[src/rtl/npu_bram_pkg.sv]
// ----------------------------------------------------------------------------
// npu_bram_pkg
//  Shared types and default sizes for the NPU frame BRAM controller.
//  Contents:
//    state_t          controller FSM state (IDLE / LOAD / FULL / READ)
//    DEF_ADDR_WIDTH   default BRAM address width
//    DEF_WEIGHT_WIDTH default data word width
//    DEF_FRAME_LEN    default words per frame (28x28)
// ----------------------------------------------------------------------------
package npu_bram_pkg;

    localparam int DEF_ADDR_WIDTH   = 10;
    localparam int DEF_WEIGHT_WIDTH = 8;
    localparam int DEF_FRAME_LEN    = 784;

    typedef enum logic [1:0] {
        ST_IDLE = 2'd0,
        ST_LOAD = 2'd1,
        ST_FULL = 2'd2,
        ST_READ = 2'd3
    } state_t;

endpackage

[src/rtl/bram_frame_ctrl_out_stage.sv]
// ----------------------------------------------------------------------------
// bram_out_stage
//  One-entry valid/ready output register placed after the async-read BRAM.
//  Ports:
//    i_clk, i_rst   clock, synchronous active-high reset (empties the stage)
//    load           capture in_data/in_last this cycle
//    in_data        word from the BRAM read port
//    in_last        word is the final word of the frame
//    out_ready      downstream accepts out_data
//    out_valid      stage holds a word
//    out_data       held word
//    out_last       held word is the final word (gated by out_valid)
// ----------------------------------------------------------------------------
module bram_out_stage #(
    parameter int WIDTH = 8
) (
    input  logic             i_clk,
    input  logic             i_rst,
    input  logic             load,
    input  logic [WIDTH-1:0] in_data,
    input  logic             in_last,
    input  logic             out_ready,
    output logic             out_valid,
    output logic [WIDTH-1:0] out_data,
    output logic             out_last
);

    logic             valid_reg;
    logic             last_reg;
    logic [WIDTH-1:0] data_reg;

    always_ff @(posedge i_clk) begin
        if (i_rst) begin
            valid_reg <= 1'b0;
            last_reg  <= 1'b0;
        end else if (load) begin
            valid_reg <= 1'b1;
            last_reg  <= in_last;
        end else if (out_ready) begin
            valid_reg <= 1'b0;
        end
    end

    // Data needs no reset: it is only observed while valid_reg is set.
    always_ff @(posedge i_clk) begin
        if (load) begin
            data_reg <= in_data;
        end
    end

    assign out_valid = valid_reg;
    assign out_data  = data_reg;
    // A stale last flag must not leak out once the final word is consumed.
    assign out_last  = valid_reg & last_reg;

endmodule

[src/rtl/bram_frame_ctrl.sv]
// ----------------------------------------------------------------------------
// bram_frame_ctrl
//  Loads one frame from an upstream valid/ready stream into an async-read
//  frame BRAM, then replays it (any number of times) as a valid/ready stream.
//  Optional macro BRAM_RD_REG_EN: adds a one-entry registered output stage
//  (bram_out_stage) fed by a prefetch pointer; otherwise m_data is
//  combinational from the BRAM read port.
//  Ports:
//    i_clk, i_rst        clock, synchronous active-high reset
//    load_start          begin loading a frame at address 0
//    rd_start            begin replaying the stored frame from address 0
//    s_valid/s_data/s_ready          upstream stream
//    m_valid/m_data/m_last/m_ready   downstream stream
//    frame_loaded        complete frame resident
//    busy                LOAD or READ in progress
//    cmd_err             sticky illegal-command flag
//    bram_wr_en/addr/data, bram_rd_addr, bram_rd_data   BRAM port
// ----------------------------------------------------------------------------
module bram_frame_ctrl
    import npu_bram_pkg::*;
#(
    parameter int BRAM_ADDR_WIDTH = DEF_ADDR_WIDTH,
    parameter int WEIGHT_WIDTH    = DEF_WEIGHT_WIDTH,
    parameter int FRAME_LEN       = DEF_FRAME_LEN
) (
    input  logic                       i_clk,
    input  logic                       i_rst,
    input  logic                       load_start,
    input  logic                       rd_start,
    input  logic                       s_valid,
    input  logic [WEIGHT_WIDTH-1:0]    s_data,
    output logic                       s_ready,
    output logic                       m_valid,
    output logic [WEIGHT_WIDTH-1:0]    m_data,
    output logic                       m_last,
    input  logic                       m_ready,
    output logic                       frame_loaded,
    output logic                       busy,
    output logic                       cmd_err,
    output logic                       bram_wr_en,
    output logic [BRAM_ADDR_WIDTH-1:0] bram_wr_addr,
    output logic [WEIGHT_WIDTH-1:0]    bram_wr_data,
    output logic [BRAM_ADDR_WIDTH-1:0] bram_rd_addr,
    input  logic [WEIGHT_WIDTH-1:0]    bram_rd_data
);

    localparam logic [BRAM_ADDR_WIDTH-1:0] LAST_ADDR = BRAM_ADDR_WIDTH'(FRAME_LEN - 1);
    localparam logic [BRAM_ADDR_WIDTH-1:0] ONE       = BRAM_ADDR_WIDTH'(1);

    state_t                     state_reg, state_next;
    logic [BRAM_ADDR_WIDTH-1:0] wr_ptr_reg, wr_ptr_next;
    logic [BRAM_ADDR_WIDTH-1:0] rd_ptr_reg, rd_ptr_next;
    logic                       frame_loaded_reg, frame_loaded_next;
    logic                       cmd_err_reg, cmd_err_next;

    logic accept;
    logic handshake;
    logic rd_last;

    assign accept    = (state_reg == ST_LOAD) && s_valid;
    assign handshake = m_valid && m_ready;
    // rd_ptr counts consumed words, so it marks the final handshake in both builds.
    assign rd_last   = (rd_ptr_reg == LAST_ADDR);

    always_ff @(posedge i_clk) begin
        if (i_rst) begin
            state_reg        <= ST_IDLE;
            wr_ptr_reg       <= '0;
            rd_ptr_reg       <= '0;
            frame_loaded_reg <= 1'b0;
            cmd_err_reg      <= 1'b0;
        end else begin
            state_reg        <= state_next;
            wr_ptr_reg       <= wr_ptr_next;
            rd_ptr_reg       <= rd_ptr_next;
            frame_loaded_reg <= frame_loaded_next;
            cmd_err_reg      <= cmd_err_next;
        end
    end

    always_comb begin
        state_next        = state_reg;
        wr_ptr_next       = wr_ptr_reg;
        rd_ptr_next       = rd_ptr_reg;
        frame_loaded_next = frame_loaded_reg;
        cmd_err_next      = cmd_err_reg;
        case (state_reg)
            ST_IDLE: begin
                if (load_start) begin
                    state_next        = ST_LOAD;
                    wr_ptr_next       = '0;
                    frame_loaded_next = 1'b0;
                end else if (rd_start) begin
                    cmd_err_next = 1'b1;
                end
            end
            ST_LOAD: begin
                if (rd_start) begin
                    cmd_err_next = 1'b1;
                end
                if (load_start) begin
                    wr_ptr_next = '0;
                end else if (accept) begin
                    if (wr_ptr_reg == LAST_ADDR) begin
                        state_next        = ST_FULL;
                        frame_loaded_next = 1'b1;
                    end else begin
                        wr_ptr_next = wr_ptr_reg + ONE;
                    end
                end
            end
            ST_FULL: begin
                // load_start outranks rd_start; the collision is not an error.
                if (load_start) begin
                    state_next        = ST_LOAD;
                    wr_ptr_next       = '0;
                    frame_loaded_next = 1'b0;
                end else if (rd_start) begin
                    state_next  = ST_READ;
                    rd_ptr_next = '0;
                end
            end
            ST_READ: begin
                if (load_start || rd_start) begin
                    cmd_err_next = 1'b1;
                end
                if (handshake) begin
                    if (rd_last) begin
                        state_next = ST_FULL;
                    end else begin
                        rd_ptr_next = rd_ptr_reg + ONE;
                    end
                end
            end
            default: state_next = ST_IDLE;
        endcase
    end

    assign s_ready      = (state_reg == ST_LOAD);
    assign bram_wr_en   = accept;
    assign bram_wr_addr = wr_ptr_reg;
    assign bram_wr_data = s_data;
    assign busy         = (state_reg == ST_LOAD) || (state_reg == ST_READ);
    assign frame_loaded = frame_loaded_reg;
    assign cmd_err      = cmd_err_reg;

`ifdef BRAM_RD_REG_EN
    // Prefetch pointer runs ahead of rd_ptr by the one word held in the stage.
    logic [BRAM_ADDR_WIDTH-1:0] pf_ptr_reg, pf_ptr_next;
    logic                       pf_active_reg, pf_active_next;
    logic                       stage_load;

    assign stage_load = (state_reg == ST_READ) && pf_active_reg && (!m_valid || m_ready);

    always_ff @(posedge i_clk) begin
        if (i_rst) begin
            pf_ptr_reg    <= '0;
            pf_active_reg <= 1'b0;
        end else begin
            pf_ptr_reg    <= pf_ptr_next;
            pf_active_reg <= pf_active_next;
        end
    end

    always_comb begin
        pf_ptr_next    = pf_ptr_reg;
        pf_active_next = pf_active_reg;
        if ((state_reg == ST_FULL) && !load_start && rd_start) begin
            pf_ptr_next    = '0;
            pf_active_next = 1'b1;
        end else if (stage_load) begin
            if (pf_ptr_reg == LAST_ADDR) begin
                pf_active_next = 1'b0;
            end else begin
                pf_ptr_next = pf_ptr_reg + ONE;
            end
        end
    end

    assign bram_rd_addr = pf_ptr_reg;

    bram_out_stage #(
        .WIDTH(WEIGHT_WIDTH)
    ) u_out_stage (
        .i_clk    (i_clk),
        .i_rst    (i_rst),
        .load     (stage_load),
        .in_data  (bram_rd_data),
        .in_last  (pf_ptr_reg == LAST_ADDR),
        .out_ready(m_ready),
        .out_valid(m_valid),
        .out_data (m_data),
        .out_last (m_last)
    );
`else
    assign bram_rd_addr = rd_ptr_reg;
    assign m_valid      = (state_reg == ST_READ);
    assign m_data       = bram_rd_data;
    assign m_last       = m_valid && rd_last;
`endif

endmodule
[config.mk]
export PLATFORM = sky130hd
export DESIGN_NAME = bram_frame_ctrl
export DESIGN_NICKNAME = d
export VERILOG_FILES = /design/src/rtl/npu_bram_pkg.sv /design/src/rtl/bram_frame_ctrl_out_stage.sv /design/src/rtl/bram_frame_ctrl.sv
export SDC_FILE = /design/constraint.sdc
export NUM_CORES = 1
export LEC_CHECK = 0
export BUFFER_PORTS_ARGS = -buffer_cell sky130_fd_sc_hd__buf_4
export CAP_MARGIN = 5
export CORE_MARGIN = 4
export CORE_UTILIZATION = 48
export CTS_CLUSTER_DIAMETER = 100
export DETAILED_ROUTE_END_ITERATION = 10
export PLACE_DENSITY_LB_ADDON = 0.25
export SKIP_CTS_REPAIR_TIMING = 1
export SLEW_MARGIN = 0
export SYNTH_ARGS = -nofsm -noshare
export SYNTH_HDL_FRONTEND = slang
export SYNTH_SLANG_ARGS = --single-unit
[constraint.sdc]
create_clock -name i_clk -period 1.8 [get_ports i_clk]
set_input_delay 0.36 -clock i_clk [delete_from_list [all_inputs] [get_ports i_clk]]
set_output_delay 0.36 -clock i_clk [all_outputs]
set_load 0.05 [all_outputs]
==> results of run 1 <==
## layer usage
layer / share of wire, % / up-vias
li1: - / 732
met1: 45 / 720
met2: 44 / 66
met3: 8.6 / 21
met4: 2.7 / 0
met5: 0 / -
## layout make-up
type | count | area share [%]
Multi-Input combinational cell | 132 | 51.4
Sequential cell | 24 | 26.8
Inverter | 9 | 1.84
Tap cell | 44 | 2.99
Timing Repair Buffer | 38 | 15.7
Clock buffer | 3 | 1.22
## power by group through the flow
stage,logic [W],registers [W],clock network [W]
floorplan,0.000166,0.000559,0
global placement,0.000108,0.000554,0
detailed placement,0.000108,0.000554,0
CTS,0.000109,0.000542,0.000242
global route,0.000117,0.000542,0.000279
finish,0.000110,0.000540,0.000236
## layout by cell type (no fill, tap or decap), types with 2 or more instances in the layout
cell,netlist,final
a21o_1,2,2
a21oi_1,10,10
a311oi_1,4,4
a31oi_1,5,5
a32o_1,2,2
and2_1,2,2
and3_1,3,2
and4_1,2,2
and4bb_2,2,2
buf_4,17,37
clkbuf_4,0,3
dfxtp_1,24,18
dfxtp_2,0,4
dfxtp_4,0,2
inv_1,9,9
nand2_1,19,18
nand2b_1,4,4
nand3_1,10,9
nand4_1,2,2
nand4b_1,2,2
nor2_1,10,9
nor3_1,4,4
nor3b_4,0,2
nor4_1,2,2
nor4b_1,2,2
nor4b_4,2,2
o21a_1,2,2
o21ai_0,9,9
o21ai_1,3,3
o221ai_1,2,2
o22ai_1,2,2
o32a_1,2,2
## logic make-up after synthesis
group                      share of synthesized area, %
AOI/OAI and AO/OA                                  25.2
adders and majority gates                          1.62
buffers and inverters                              12.4
DFF                                                31.0
and+or+nand+nor                                    29.8
## final timing paths
kind / startpoint / end / slack, ns / cells after the start
worst min register to register: cmd_err$_SDFFE_PP0P_ / cmd_err$_SDFFE_PP0P_ / 0.51 / 2
worst max-delay path: bram_rd_addr[1]$_SDFFE_PP0P_ / m_last / -0.005 / 5
worst min-delay path: m_ready / bram_rd_addr[1]$_SDFFE_PP0P_ / 0.33 / 3
worst max register to register: bram_wr_addr[0]$_SDFFE_PP0P_ / bram_wr_addr[7]$_SDFFE_PP0P_ / 0.13 / 5
## metrics by stage
step	setup TNS (ns)	instances	area [um2]	utilization [%]	power, W
floorplan	-0.0412	189	1570	-	0.000726
global placement	0	246	1740	56.7	0.000661
detailed placement	0	246	1740	56.7	0.000662
CTS	-0.423	249	1770	57.4	0.000892
global route	-0.0793	250	1840	59.8	0.000937
finish	-0.00459	250	1840	59.8	0.000885
## critical path, stage by stage, from the launching register on
cell and delay (ns):
dfxtp_4 0.40, ha_4 0.15, and3_4 0.22, nand3_4 0.09, nor2_4 0.11, buf_6 0.16
==> results.json, run 1 <==
{
  "p_int_w": 0.000652,
  "busiest_layer": "met2",
  "cp-end-kind": "primary output",
  "grt_util_met3_pct": 3.29,
  "rsz0062_at_grt": "yes",
  "swShare_pct": 26.4,
  "clk_pin_slew_ns": 0.13,
  "synthTopCellsByArea": "dfxtp_1 (31%), buf_4 (8.2%), nand2_1 (4.6%), a21oi_1 (3.2%), nand3_1 (3.2%)",
  "cts_sinks": 24,
  "multi_input_area_um2": 946,
  "crit_type": "register to primary output",
  "clock_skew_ns": 0.00170,
  "diodes": 0,
  "synth_cells": 189,
  "drtIter0Drc": 66,
  "fin_ws_ns": -0.00459,
  "yosysMostFrequentCell": "dfxtp_1",
  "dieArea_um2": 4200,
  "htree_levels": 1,
  "routed_wl_um": 4040,
  "regArea_um2": 493,
  "fmax_mhz": 554,
  "synth_area_um2": 1550,
  "vias": 1539,
  "synth.distinct_cells": 51,
  "drive_gt1_share_pct": 31.1,
  "synth-seq-area-share_pct": 31.0,
  "hold_violations": 0,
  "antenna_found_initial": 0,
  "whs_ns": 0.329,
  "status": "complete, but fails checks",
  "synth_commonest_cells": "dfxtp_1 (24), nand2_1 (19), buf_4 (17)",
  "numCtsBuffers": 3,
  "slew_headroom_pct": 66.5,
  "synthFlopType": "dfxtp_1",
  "cts-root-buf": "clkbuf_4",
  "track_usage_pct": 19.5,
  "core_area_um2": 3080,
  "syn_nets": 213,
  "grt_pass1_vias": 1438,
  "p_leak_nw": 0.687,
  "rows": 20,
  "place_ws_ns": 0.0961,
  "start_util_pct": 50.3,
  "grt_start_max_net_pins": 24,
  "synth-edff-count": 0,
  "ant_nets": 0,
  "async_flop_share_pct": 0,
  "cp.arrival_ns": 1.44,
  "synth_top_area_share_pct": 31.0,
  "post_drt_wl_per_cell_um": 16.2,
  "ys_warn_count": 0,
  "combPwrFrac_pct": 12.4,
  "violations": "setup timing",
  "max_slew.worst_pin.slew_ns": 0.498,
  "ys_seq_elements": 24,
  "syn_avg_cell_area_um2": 8.19,
  "final.fill_count": 284,
  "switching_power_w": 0.000233,
  "power.density_nw_per_um2": 481,
  "critPathLaunchType": "register",
  "cp_max_fo": 5,
  "die_h_um": 64.8,
  "dr.pass1.iters": 4,
  "grt_pass1_wl_um": 6640,
  "critPathRequiredTime_ns": 1.44,
  "slew_viol_final": 0,
  "cts_tree": "built",
  "yosys.area.top_type": "dfxtp_1",
  "cts_buffer_depth": 2,
  "clockPowerShare_pct": 26.7,
  "finalSetupViolations": 1,
  "vias_per_cell": 6.16,
  "drv_cap": 0,
  "met2_usage_pct": 28.6,
  "insertion_delay_ns": 0.31,
  "place.port_buffers": 32,
  "io_pins": 65,
  "met1_usage_pct": 27.3,
  "area_growth_syn_to_layout_pct": 18.8,
  "gp_congestion": 0.956,
  "grt.overflow.total": 0,
  "min_period_over_period_pct": 100,
  "hold_path_class": "primary input to register",
  "irDropWorstVdd_mv": 0.360,
  "dp_hpwl_um": 3040,
  "period_needed_ns": 1.80,
  "fin_nets": 232,
  "route.detailed.drc": 0,
  "seqPwrFrac_pct": 61.0,
  "die_w_um": 64.8
}
(Power assumes the default switching activity.)
==> inputs of run 2 (changes only) <==
--- a/config.mk
+++ b/config.mk
@@ -7,9 +7,10 @@
 export LEC_CHECK = 0
 export BUFFER_PORTS_ARGS = -buffer_cell sky130_fd_sc_hd__buf_4
 export CAP_MARGIN = 5
-export CORE_MARGIN = 4
+export CORE_MARGIN = 1
 export CORE_UTILIZATION = 48
 export CTS_CLUSTER_DIAMETER = 100
+export CTS_CLUSTER_SIZE = 20
 export DETAILED_ROUTE_END_ITERATION = 10
 export PLACE_DENSITY_LB_ADDON = 0.25
 export SKIP_CTS_REPAIR_TIMING = 1
==> results.json, run 2 (same netlist as run 1, synthesis figures left out) <==
{
  "cp_top_family": "simple AND/OR/NAND/NOR gates",
  "power.density_nw_per_um2": 550,
  "max_slew.worst_pin.slew_ns": 0.472,
  "die_w_um": 58.8,
  "critPathRequiredTime_ns": 1.44,
  "insertion_delay_ns": 0.32,
  "area_growth_syn_to_layout_pct": 24.4,
  "numCtsBuffers": 3,
  "vias_per_cell": 6.05,
  "clk_pin_slew_ns": 0.15,
  "cts_sinks": 24,
  "r2r_slack_ns": 0.13,
  "cts_buffer_depth": 2,
  "cts-root-buf": "clkbuf_4",
  "p_leak_nw": 0.733,
  "fin_util_pct": 63.1,
  "track_usage_pct": 24.3,
  "gp_congestion": 0.882,
  "post_drt_wl_per_cell_um": 16.1,
  "fmax_mhz": 551,
  "grt.overflow.total": 0,
  "antenna_found_initial": 0,
  "fin_tns_setup_ns": -0.0155,
  "fin_ws_ns": -0.0155,
  "start_util_pct": 50.7,
  "place_ws_ns": 0.126,
  "fin_nets": 238,
  "route.detailed.drc": 0,
  "dr.pass1.iters": 5,
  "grt_pass1_wl_um": 6590,
  "grt_pass1_vias": 1474,
  "drv_cap": 0,
  "io_pins": 65,
  "cp_cell_sequence": "ha_4 > and3_4 > nand3_4 > nor2_4 > buf_8",
  "finalSetupViolations": 1,
  "hold_path_class": "primary input to register",
  "drive_gt1_share_pct": 33.8,
  "layout_common_cells": "buf_4 (43), nand2_1 (18), dfxtp_1 (18), a21oi_1 (10)",
  "violations": "setup timing",
  "htree_levels": 1,
  "period_needed_ns": 1.82,
  "cp_max_fo": 4,
  "rsz0062_at_grt": "yes",
  "drtIter0Drc": 116,
  "hold_violations": 0,
  "dp_hpwl_um": 2920,
  "crit_type": "register to primary output",
  "crit_slowest_cell": "dfxtp_4",
  "vias": 1556,
  "critPathMaxStageDelay_ns": 0.40,
  "clock_skew_ns": 0.00662,
  "crit_buf_inv": 1,
  "status": "complete, but fails checks",
  "die_h_um": 58.8,
  "whs_ns": 0.326,
  "diodes": 0,
  "routed_wl_um": 4130,
  "rows": 20,
  "irDropWorstVdd_mv": 0.452,
  "place.port_buffers": 32,
  "final_common_cell": "buf_4",
  "grt_start_max_net_pins": 24,
  "cp-end-kind": "primary output",
  "dieArea_um2": 3460,
  "cp.arrival_ns": 1.46,
  "ant_nets": 0,
  "min_period_over_period_pct": 101,
  "critPathLaunchType": "register",
  "slew_headroom_pct": 68.3,
  "cts_tree": "built",
  "core_area_um2": 3050,
  "slew_viol_final": 0
}
run 2: area by class of cell:
class	instances	area, um2
multi-input cells	132	951
well taps	44	55.1
clock inverters	1	30.0
fillers	275	1130
inverters	9	33.8
flip-flops and latches	24	495
repair buffers	44	338
clock buffers	3	22.5
run 2: per-stage QoR:
| step | std cells | cell area (um2) | power, W |
|---|---|---|---|
| after CTS | 253 | 1820 | 0.00107 |
| final | 257 | 1930 | 0.00106 |
| after detailed placement | 249 | 1770 | 0.000669 |
| after global placement | 249 | 1770 | 0.000665 |
| after global routing | 257 | 1930 | 0.00110 |
| after floorplan | 189 | 1570 | 0.000726 |
run 2: final timing paths:
| kind | from | end | cells past startpoint |
|---|---|---|---|
| max | bram_rd_addr[0]$_SDFFE_PP0P_ | m_last | 5 |
| min | m_ready | bram_rd_addr[1]$_SDFFE_PP0P_ | 3 |
| max reg2reg | bram_wr_addr[0]$_SDFFE_PP0P_ | bram_wr_addr[2]$_SDFFE_PP0P_ | 5 |
| min reg2reg | bram_rd_addr[0]$_SDFFE_PP0P_ | bram_rd_addr[0]$_SDFFE_PP0P_ | 1 |
run 2: power by group:
group / switching [W] / internal [W] / leakage (nW) / total (W)
Clock: 0.000176 / 0.000225 / 0.0279 / 0.000401
Combinational: 0.0000726 / 0.0000460 / 0.508 / 0.000119
Sequential: 0.00000605 / 0.000532 / 0.198 / 0.000539
run 2: layer usage:
metal,vias to the layer above,global-route usage (%),share of wire (%)
met3,20,2.86,7.9
met5,-,0,0
li1,747,-,-
met4,0,12.2,2.2
met1,726,33.9,45
met2,63,36.9,45
run 2: worst min-delay path, cell delays in order:
cell and delay, ns:
buf_4 0.12, nand4_1 0.08, a21oi_1 0.07
